File: src/rtl/sha_256_pkg.sv
// Shared SHA-256/224 constants, types and round helper functions used by the
// streaming compression engine and its round sub-module.
package sha_256_pkg;

  typedef logic [0:7][31:0] hash_t;

  typedef enum logic [1:0] {IDLE, ROUND, FINAL, DONE} state_t;

  localparam hash_t IV_256 = {
    32'h6a09e667, 32'hbb67ae85, 32'h3c6ef372, 32'ha54ff53a,
    32'h510e527f, 32'h9b05688c, 32'h1f83d9ab, 32'h5be0cd19
  };

  localparam hash_t IV_224 = {
    32'hc1059ed8, 32'h367cd507, 32'h3070dd17, 32'hf70e5939,
    32'hffc00b31, 32'h68581511, 32'h64f98fa7, 32'hbefa4fa4
  };

  localparam logic [31:0] K [0:63] = '{
    32'h428a2f98, 32'h71374491, 32'hb5c0fbcf, 32'he9b5dba5,
    32'h3956c25b, 32'h59f111f1, 32'h923f82a4, 32'hab1c5ed5,
    32'hd807aa98, 32'h12835b01, 32'h243185be, 32'h550c7dc3,
    32'h72be5d74, 32'h80deb1fe, 32'h9bdc06a7, 32'hc19bf174,
    32'he49b69c1, 32'hefbe4786, 32'h0fc19dc6, 32'h240ca1cc,
    32'h2de92c6f, 32'h4a7484aa, 32'h5cb0a9dc, 32'h76f988da,
    32'h983e5152, 32'ha831c66d, 32'hb00327c8, 32'hbf597fc7,
    32'hc6e00bf3, 32'hd5a79147, 32'h06ca6351, 32'h14292967,
    32'h27b70a85, 32'h2e1b2138, 32'h4d2c6dfc, 32'h53380d13,
    32'h650a7354, 32'h766a0abb, 32'h81c2c92e, 32'h92722c85,
    32'ha2bfe8a1, 32'ha81a664b, 32'hc24b8b70, 32'hc76c51a3,
    32'hd192e819, 32'hd6990624, 32'hf40e3585, 32'h106aa070,
    32'h19a4c116, 32'h1e376c08, 32'h2748774c, 32'h34b0bcb5,
    32'h391c0cb3, 32'h4ed8aa4a, 32'h5b9cca4f, 32'h682e6ff3,
    32'h748f82ee, 32'h78a5636f, 32'h84c87814, 32'h8cc70208,
    32'h90befffa, 32'ha4506ceb, 32'hbef9a3f7, 32'hc67178f2
  };

  function automatic logic [31:0] ror(input logic [31:0] x, input int unsigned n);
    return (x >> n) | (x << (32 - n));
  endfunction

  function automatic logic [31:0] ch(input logic [31:0] e, f, g);
    return (e & f) ^ (~e & g);
  endfunction

  function automatic logic [31:0] maj(input logic [31:0] a, b, c);
    return (a & b) ^ (a & c) ^ (b & c);
  endfunction

  function automatic logic [31:0] big_sigma0(input logic [31:0] x);
    return ror(x, 2) ^ ror(x, 13) ^ ror(x, 22);
  endfunction

  function automatic logic [31:0] big_sigma1(input logic [31:0] x);
    return ror(x, 6) ^ ror(x, 11) ^ ror(x, 25);
  endfunction

  function automatic logic [31:0] small_sigma0(input logic [31:0] x);
    return ror(x, 7) ^ ror(x, 18) ^ (x >> 3);
  endfunction

  function automatic logic [31:0] small_sigma1(input logic [31:0] x);
    return ror(x, 17) ^ ror(x, 19) ^ (x >> 10);
  endfunction

endpackage

File: src/rtl/sha_256_stream_if.sv
// Block-in / digest-out handshake bundle of the streaming SHA-256 engine.
// master = block producer and digest consumer, slave = the engine.
interface sha_256_stream_if;
  logic [511:0] blk_data;
  logic         blk_valid;
  logic         blk_first;
  logic         blk_last;
  logic         blk_mode224;
  logic         blk_ready;
  logic [255:0] digest;
  logic         digest_valid;
  logic         digest_ready;

  modport master (
    output blk_data, blk_valid, blk_first, blk_last, blk_mode224, digest_ready,
    input  blk_ready, digest, digest_valid
  );

  modport slave (
    input  blk_data, blk_valid, blk_first, blk_last, blk_mode224, digest_ready,
    output blk_ready, digest, digest_valid
  );
endinterface

File: src/rtl/sha_256_round.sv
// One combinational SHA-256 compression round: working vars a..h (index 0..7)
// plus W_t and K_t in, next a..h out.
module sha_256_round
  import sha_256_pkg::*;
(
  input  hash_t       st_in,
  input  logic [31:0] w_t,
  input  logic [31:0] k_t,
  output hash_t       st_out
);
  logic [31:0] t1, t2;

  always_comb begin
    t1 = st_in[7] + big_sigma1(st_in[4]) + ch(st_in[4], st_in[5], st_in[6]) + k_t + w_t;
    t2 = big_sigma0(st_in[0]) + maj(st_in[0], st_in[1], st_in[2]);
    st_out = {t1 + t2, st_in[0], st_in[1], st_in[2],
              st_in[3] + t1, st_in[4], st_in[5], st_in[6]};
  end
endmodule

File: src/rtl/sha_256_stream.sv
// Streaming multi-block SHA-256/SHA-224 engine: chains H across pre-padded
// blocks, ROUNDS_PER_CYCLE rounds per clock, digest held until taken.
module sha_256_stream
  import sha_256_pkg::*;
#(
  parameter int ROUNDS_PER_CYCLE = 1
) (
  input logic             clk,
  input logic             rst,
  sha_256_stream_if.slave bus
);
  localparam int         R      = ROUNDS_PER_CYCLE;
  localparam logic [5:0] T_STEP = 6'(R);
  localparam logic [5:0] T_LAST = 6'(64 - R);

  if (!(R == 1 || R == 2 || R == 4 || R == 8)) begin : g_bad_rounds
    $error("ROUNDS_PER_CYCLE must be 1, 2, 4 or 8");
  end

  state_t             state;
  hash_t              h, work, h_sum, iv_sel;
  hash_t              chain [0:R];
  logic [0:15][31:0]  w;
  logic [0:15+R][31:0] ext;
  logic [5:0]         t;
  logic               last, mode224;
  logic               blk_ready_q, digest_valid_q;
  logic [255:0]       digest_q, digest_fmt;

  // Window words 0..R-1 feed this cycle's rounds; R new words are appended
  // so the window can slide by R. New word j may depend on new word j-2.
  function automatic logic [0:15+R][31:0] expand(input logic [0:15][31:0] win);
    logic [0:15+R][31:0] e;
    e[0:15] = win;
    for (int j = 0; j < R; j++)
      e[16+j] = small_sigma1(e[14+j]) + e[9+j] + small_sigma0(e[1+j]) + e[j];
    return e;
  endfunction

  assign ext      = expand(w);
  assign chain[0] = work;

  for (genvar g = 0; g < R; g++) begin : g_round
    sha_256_round u_round (
      .st_in  (chain[g]),
      .w_t    (ext[g]),
      .k_t    (K[t + 6'(g)]),
      .st_out (chain[g+1])
    );
  end

  assign iv_sel = bus.blk_mode224 ? IV_224 : IV_256;

  always_comb begin
    // NOTE: every always_comb output gets a default first so no path can infer a latch.
    digest_fmt = '0;
    for (int i = 0; i < 8; i++) h_sum[i] = h[i] + work[i];
    if (mode224) digest_fmt = {h_sum[0:6], 32'h0};
    else         digest_fmt = h_sum;
  end

  // NOTE: sequential state is written with <= so every flop samples pre-edge values.
  always_ff @(posedge clk or posedge rst) begin
    if (rst) begin
      state          <= IDLE;
      blk_ready_q    <= 1'b1;
      digest_valid_q <= 1'b0;
      digest_q       <= '0;
      h              <= IV_256;
      mode224        <= 1'b0;
      t              <= '0;
      last           <= 1'b0;
      // NOTE: window and working vars are pure datapath, but they are cleared with
      // the rest so nothing downstream ever sees X after reset.
      work           <= '0;
      w              <= '0;
    end else begin
      unique case (state)
        IDLE: begin
          if (bus.blk_valid) begin
            w    <= bus.blk_data;
            last <= bus.blk_last;
            t    <= '0;
            if (bus.blk_first) begin
              mode224 <= bus.blk_mode224;
              h       <= iv_sel;
              work    <= iv_sel;
            end else begin
              work <= h;
            end
            blk_ready_q <= 1'b0;
            state       <= ROUND;
          end
        end
        ROUND: begin
          work <= chain[R];
          w    <= ext[R +: 16];
          t    <= t + T_STEP;
          if (t == T_LAST) state <= FINAL;
        end
        FINAL: begin
          h <= h_sum;
          if (last) begin
            digest_q       <= digest_fmt;
            digest_valid_q <= 1'b1;
            state          <= DONE;
          end else begin
            blk_ready_q <= 1'b1;
            state       <= IDLE;
          end
        end
        DONE: begin
          if (bus.digest_ready) begin
            digest_valid_q <= 1'b0;
            blk_ready_q    <= 1'b1;
            state          <= IDLE;
          end
        end
        default: state <= IDLE;
      endcase
    end
  end

  assign bus.blk_ready    = blk_ready_q;
  assign bus.digest_valid = digest_valid_q;
  assign bus.digest       = digest_q;
endmodule

File: src/flat_wrapper.sv
// flat-port wrapper written by rule: the top's interface ports become plain ports
module sha_256_stream_flat import sha_256_pkg::*;
#(
  parameter int ROUNDS_PER_CYCLE = 1
)
  (clk, rst, bus_blk_data, bus_blk_valid, bus_blk_first, bus_blk_last, bus_blk_mode224, bus_digest_ready, bus_blk_ready, bus_digest, bus_digest_valid);
  sha_256_stream_if bus_i ();
  input logic clk;
  input logic rst;
  input wire logic [$bits(bus_i.blk_data)-1:0] bus_blk_data;
  input wire logic [$bits(bus_i.blk_valid)-1:0] bus_blk_valid;
  input wire logic [$bits(bus_i.blk_first)-1:0] bus_blk_first;
  input wire logic [$bits(bus_i.blk_last)-1:0] bus_blk_last;
  input wire logic [$bits(bus_i.blk_mode224)-1:0] bus_blk_mode224;
  input wire logic [$bits(bus_i.digest_ready)-1:0] bus_digest_ready;
  output wire logic [$bits(bus_i.blk_ready)-1:0] bus_blk_ready;
  output wire logic [$bits(bus_i.digest)-1:0] bus_digest;
  output wire logic [$bits(bus_i.digest_valid)-1:0] bus_digest_valid;
  assign bus_i.blk_data = bus_blk_data;
  assign bus_i.blk_valid = bus_blk_valid;
  assign bus_i.blk_first = bus_blk_first;
  assign bus_i.blk_last = bus_blk_last;
  assign bus_i.blk_mode224 = bus_blk_mode224;
  assign bus_i.digest_ready = bus_digest_ready;
  assign bus_blk_ready = bus_i.blk_ready;
  assign bus_digest = bus_i.digest;
  assign bus_digest_valid = bus_i.digest_valid;
  sha_256_stream #(.ROUNDS_PER_CYCLE(ROUNDS_PER_CYCLE)) u_core (.clk(clk), .rst(rst), .bus(bus_i));
endmodule
File: config.mk
export PLATFORM = sky130hd
export DESIGN_NAME = sha_256_stream_flat
export DESIGN_NICKNAME = d
export VERILOG_FILES = /design/src/rtl/sha_256_pkg.sv /design/src/rtl/sha_256_stream_if.sv /design/src/rtl/sha_256_round.sv /design/src/rtl/sha_256_stream.sv /design/src/flat_wrapper.sv
export SDC_FILE = /design/constraint.sdc
export NUM_CORES = 2
export LEC_CHECK = 0
export BUFFER_PORTS_ARGS = -buffer_cell sky130_fd_sc_hd__clkbuf_2
export CORE_MARGIN = 2
export CORE_UTILIZATION = 35
export DETAILED_ROUTE_END_ITERATION = 7
export GPL_TIMING_DRIVEN = 0
export SYNTH_ARGS = -nofsm -noshare
export SYNTH_HDL_FRONTEND = slang
export SYNTH_SLANG_ARGS = --single-unit
File: constraint.sdc
create_clock -name clk -period 85.4 [get_ports clk]
set_clock_uncertainty 0.15 [all_clocks]
set_input_delay 21.35 -clock clk [delete_from_list [all_inputs] [get_ports clk]]
set_output_delay 21.35 -clock clk [all_outputs]
set_load 0.01 [all_outputs]
==> qor.csv <==
stage;metric;value;unit
yosys;synth_area_per_cell;8.47;µm²
drt;drc;0;
timing;setup-violations-final;0;
yosys;synth_top_area_cell;dfrtp_1;
grt;gr-total-overflow;0;
timing;tightest_slew;1760;ps
worst_setup_path;worst_setup_path_end_kind;register;
place;numPortBuffers;776;
yosys;synth_compound_area_share;21.5;%
yosys;syn-instance-count;9804;
yosys;synth_fp_nets;10912;
worst_setup_path;crit_fanout;10;
die;die_h;491;µm
drt;viasPerCell;6.01;
place;gp_congestion;1.07;
grt;grt_start_max_net_pins;131;
final_layout;drive_above_1_share;12.1;%
timing;rsz0062_at_grt;false;
clock_tree;postCtsSetupBuffers;0;
timing;relSlewSlack;-18.0;%
drt;wl;475000;µm
grt;grt_pass1_vias;81074;
die;die_x;491;µm
worst_setup_path;start_kind;primary input;
clock_tree;clock_sinks;1292;
clock_tree;cts_made_buffers;157;
worst_setup_path;cpMaxStageDelayCell;nor2_1;
clock_tree;clockBufferDepth;3;
worst_setup_path;critPathTopFamily;buffers and inverters;
final_layout;fill_cells;24234;
yosys;synth_fa_ha_area_share;10.7;%
die;start_util;35.2;%
yosys;synth_top_family_by_area;compound AO/OA/AOI/OAI gates;
timing;period_share;29.4;%
drt;vias;84533;
clock_tree;h-tree-depth;4;
final_layout;syn_to_final_growth;16.9;%
place;placedCellCount;13747;
timing;drv_slew;102;
outcome;status;finished, violations left;
clock_tree;holdBufCountCts;0;
yosys;yosys.area_share.simple;16.7;%
yosys;synthArstFlopShare;100;%
drt;postRouteAntennaNets;0;
min_path;worstHoldPathType;reg2reg;
final_layout;nets;11864;
timing;clock.fmax;0.0398;GHz
clock_tree;cts_root_buf;clkbuf_16;
worst_setup_path;worstSetupPathType;in2reg;
die;die_area;241000;µm²
timing;hold_violations;0;
outcome;violations;capacitance limit, slew limit;
worst_setup_path;critPathBufInv;4;
yosys;muxShareOfSynthArea;0.884;%
grt;antenna_found_initial;80;
clock_tree;clkSlewWorstSetupHoldPaths;60;ps
grt;grt_pass1_wl;647000;µm
yosys;yosys_most_used_dff;dfrtp_1;
yosys;synth_top_area_share;34.8;%
worst_setup_path;worstPathRequired;85980;ps
drt;dr.pass1.iters;8;
grt;track_usage;38.1;%
clock_tree;cts_resized;0;
final_layout;fin_cells;14076;
run;maxCapViolCount;15;
yosys;yosysWarnings;0;
yosys;yosys_register_bits;1292;
clock_tree;cts_tree;yes;
timing;min_period;25100;ps
worst_setup_path;cp_common_cell;clkbuf_1;
worst_setup_path;crit_chain;clkbuf_2 -> clkbuf_1 -> nand2_1 -> clkbuf_1 -> nor2_1 -> clkbuf_1 -> o21ai_0 -> o21ai_0;
drt;wl_per_cell;33.7;µm
die;ios;777;
drt;first_iter_violations;10555;
yosys;synth_xor_area_share;6.17;%
timing;finalSetupTns;0;ps
yosys;synth_area;83100;µm²
clock_tree;clock_latency;900;ps
yosys;synthDistinctLibCells;101;
yosys;ys_seq_area_share;39.1;%
place;hpwl;379000;µm
worst_setup_path;crit_path_max_incr_delay;1120;ps
die;core.rowCount;178;
yosys;synth_edf_count;0;
worst_setup_path;reg2reg_slack;71580;ps
worst_setup_path;crit_arrival;25670;ps
yosys;synth_area_leaders;dfrtp_1 (35%), nand2_1 (7.7%), ha_1 (5.9%);
die;core-area;236000;µm²
-- cell families (layout without fill, tap and decap cells) --
logic type                 after synthesis  after routing
and+or+nand+nor                       3286           3286
AOI/OAI and AO/OA                     2906           2906
DFF                                   1292           1292
buffers and inverters                 1086           2169
adders and majority gates              592            592
xor gates and xnor gates               581            581
muxes                                   61             61
other                                    0             39
-- sequential cells by signal (all words and copies together), names as in the netlist, 2 cells and up --
signal and count:
u_core.ext 512, u_core.bus.digest 256, u_core.chain 256, u_core.h 256, u_core.t 6, u_core.state 2
-- worst register-to-register path: cells and delay by family, from the launching register on --
family,cells,cell delay [ps]
AO/OA/AOI/OAI,17,4630
adder cells (fa/ha/maj),7,3400
AND/OR/NAND/NOR,5,1710
XOR/XNOR,2,1550
buffers and inverters,7,1530
flip-flops,1,840
-- placed cells by master (no fill, tap or decap), types with 58 or more instances in the layout --
cell type | synthesis | routed
nand2_1 | 1707 | 1707
dfrtp_1 | 1155 | 1155
nor2_1 | 887 | 885
clkbuf_2 | 1 | 810
o21ai_0 | 763 | 763
clkbuf_1 | 675 | 670
a21oi_1 | 641 | 641
a31oi_1 | 588 | 588
ha_1 | 394 | 394
inv_1 | 364 | 363
xnor2_1 | 353 | 347
xor2_1 | 225 | 223
fa_1 | 195 | 195
a21o_1 | 187 | 187
clkbuf_16 | 0 | 157
nand3_1 | 141 | 141
nor3_1 | 141 | 141
dfstp_2 | 137 | 137
o211ai_1 | 124 | 124
nand2b_1 | 108 | 108
a211oi_1 | 107 | 107
o31ai_1 | 102 | 102
nor2b_1 | 58 | 58
o22ai_1 | 58 | 58
-- per-layer routing --
layer  track usage [%]  vias to the layer above  share of wire (%)
li1                  -                    36054                  -
met1              48.7                    42132                 40
met2              58.0                     5132                 43
met3              10.1                     1147                9.8
met4              22.4                       68                7.0
met5                 0                        -              0.092
-- through the flow --
| step | setup slack [ps] | area, µm² | util (%) | hold slack, ps |
|---|---|---|---|---|
| 2_1_floorplan | 27710 | 83100 | - | 317 |
| 3_3_place_gp | 11300 | 90900 | 38.6 | 313 |
| 3_5_place_dp | 59760 | 91400 | 38.8 | 316 |
| 4_1_cts | 60660 | 97000 | 41.2 | 330 |
| 5_1_grt | 60530 | 97100 | 41.2 | 348 |
| 6_report | 60300 | 97100 | 41.2 | 327 |
-- cell usage after synthesis, types with 41 or more instances --
cell type	instances
a31oi_1	588
inv_1	364
ha_1	394
nor2_1	887
xnor2_1	353
xor2_1	225
nor2b_1	58
buf_1	41
clkbuf_1	675
o21a_1	43
nand2_1	1707
a211oi_1	107
dfrtp_1	1155
fa_1	195
o21bai_1	43
nor3_1	141
nand3_1	141
o21ai_0	763
nor3b_1	49
a21oi_1	641
o22ai_1	58
a21o_1	187
mux2i_1	43
dfstp_2	137
o211ai_1	124
o31ai_1	102
nand2b_1	108
-- cell type report --
cell class | instances | area, µm² | area share (%)
Sequential cell | 1292 | 32500 | 33.5
Tap cell | 3150 | 3940 | 4.06
Clock inverter | 73 | 1140 | 1.18
Buffer | 718 | 2740 | 2.82
Inverter | 368 | 1390 | 1.43
Antenna cell | 39 | 97.6 | 0.100
Multi-Input combinational cell | 7426 | 46500 | 47.9
Timing Repair Buffer | 793 | 4300 | 4.43
Clock buffer | 217 | 4470 | 4.61
-- worst paths after layout --
| kind | startpoint | cells after the start | endpoint |
|---|---|---|---|
| min in group asynchronous | rst | 2 | u_core.bus.digest[145]$_DFFE_PP0P_ |
| min | u_core.bus.digest[177]$_DFFE_PP0P_ | 2 | u_core.bus.digest[177]$_DFFE_PP0P_ |
| max | bus_blk_first | 8 | u_core.h[17]$_DFFE_PP0P_ |
| max in group asynchronous | rst | 6 | u_core.ext[433]$_DFFE_PP0P_ |
| max reg2reg | u_core.t[1]$_DFFE_PP0P_ | 38 | u_core.chain[511]$_DFFE_PP0P_ |
| min reg2reg | u_core.bus.digest[177]$_DFFE_PP0P_ | 2 | u_core.bus.digest[177]$_DFFE_PP0P_ |
Power is not shown: default switching activity piles up to over one toggle a cycle in this logic, so the estimate is an artifact.
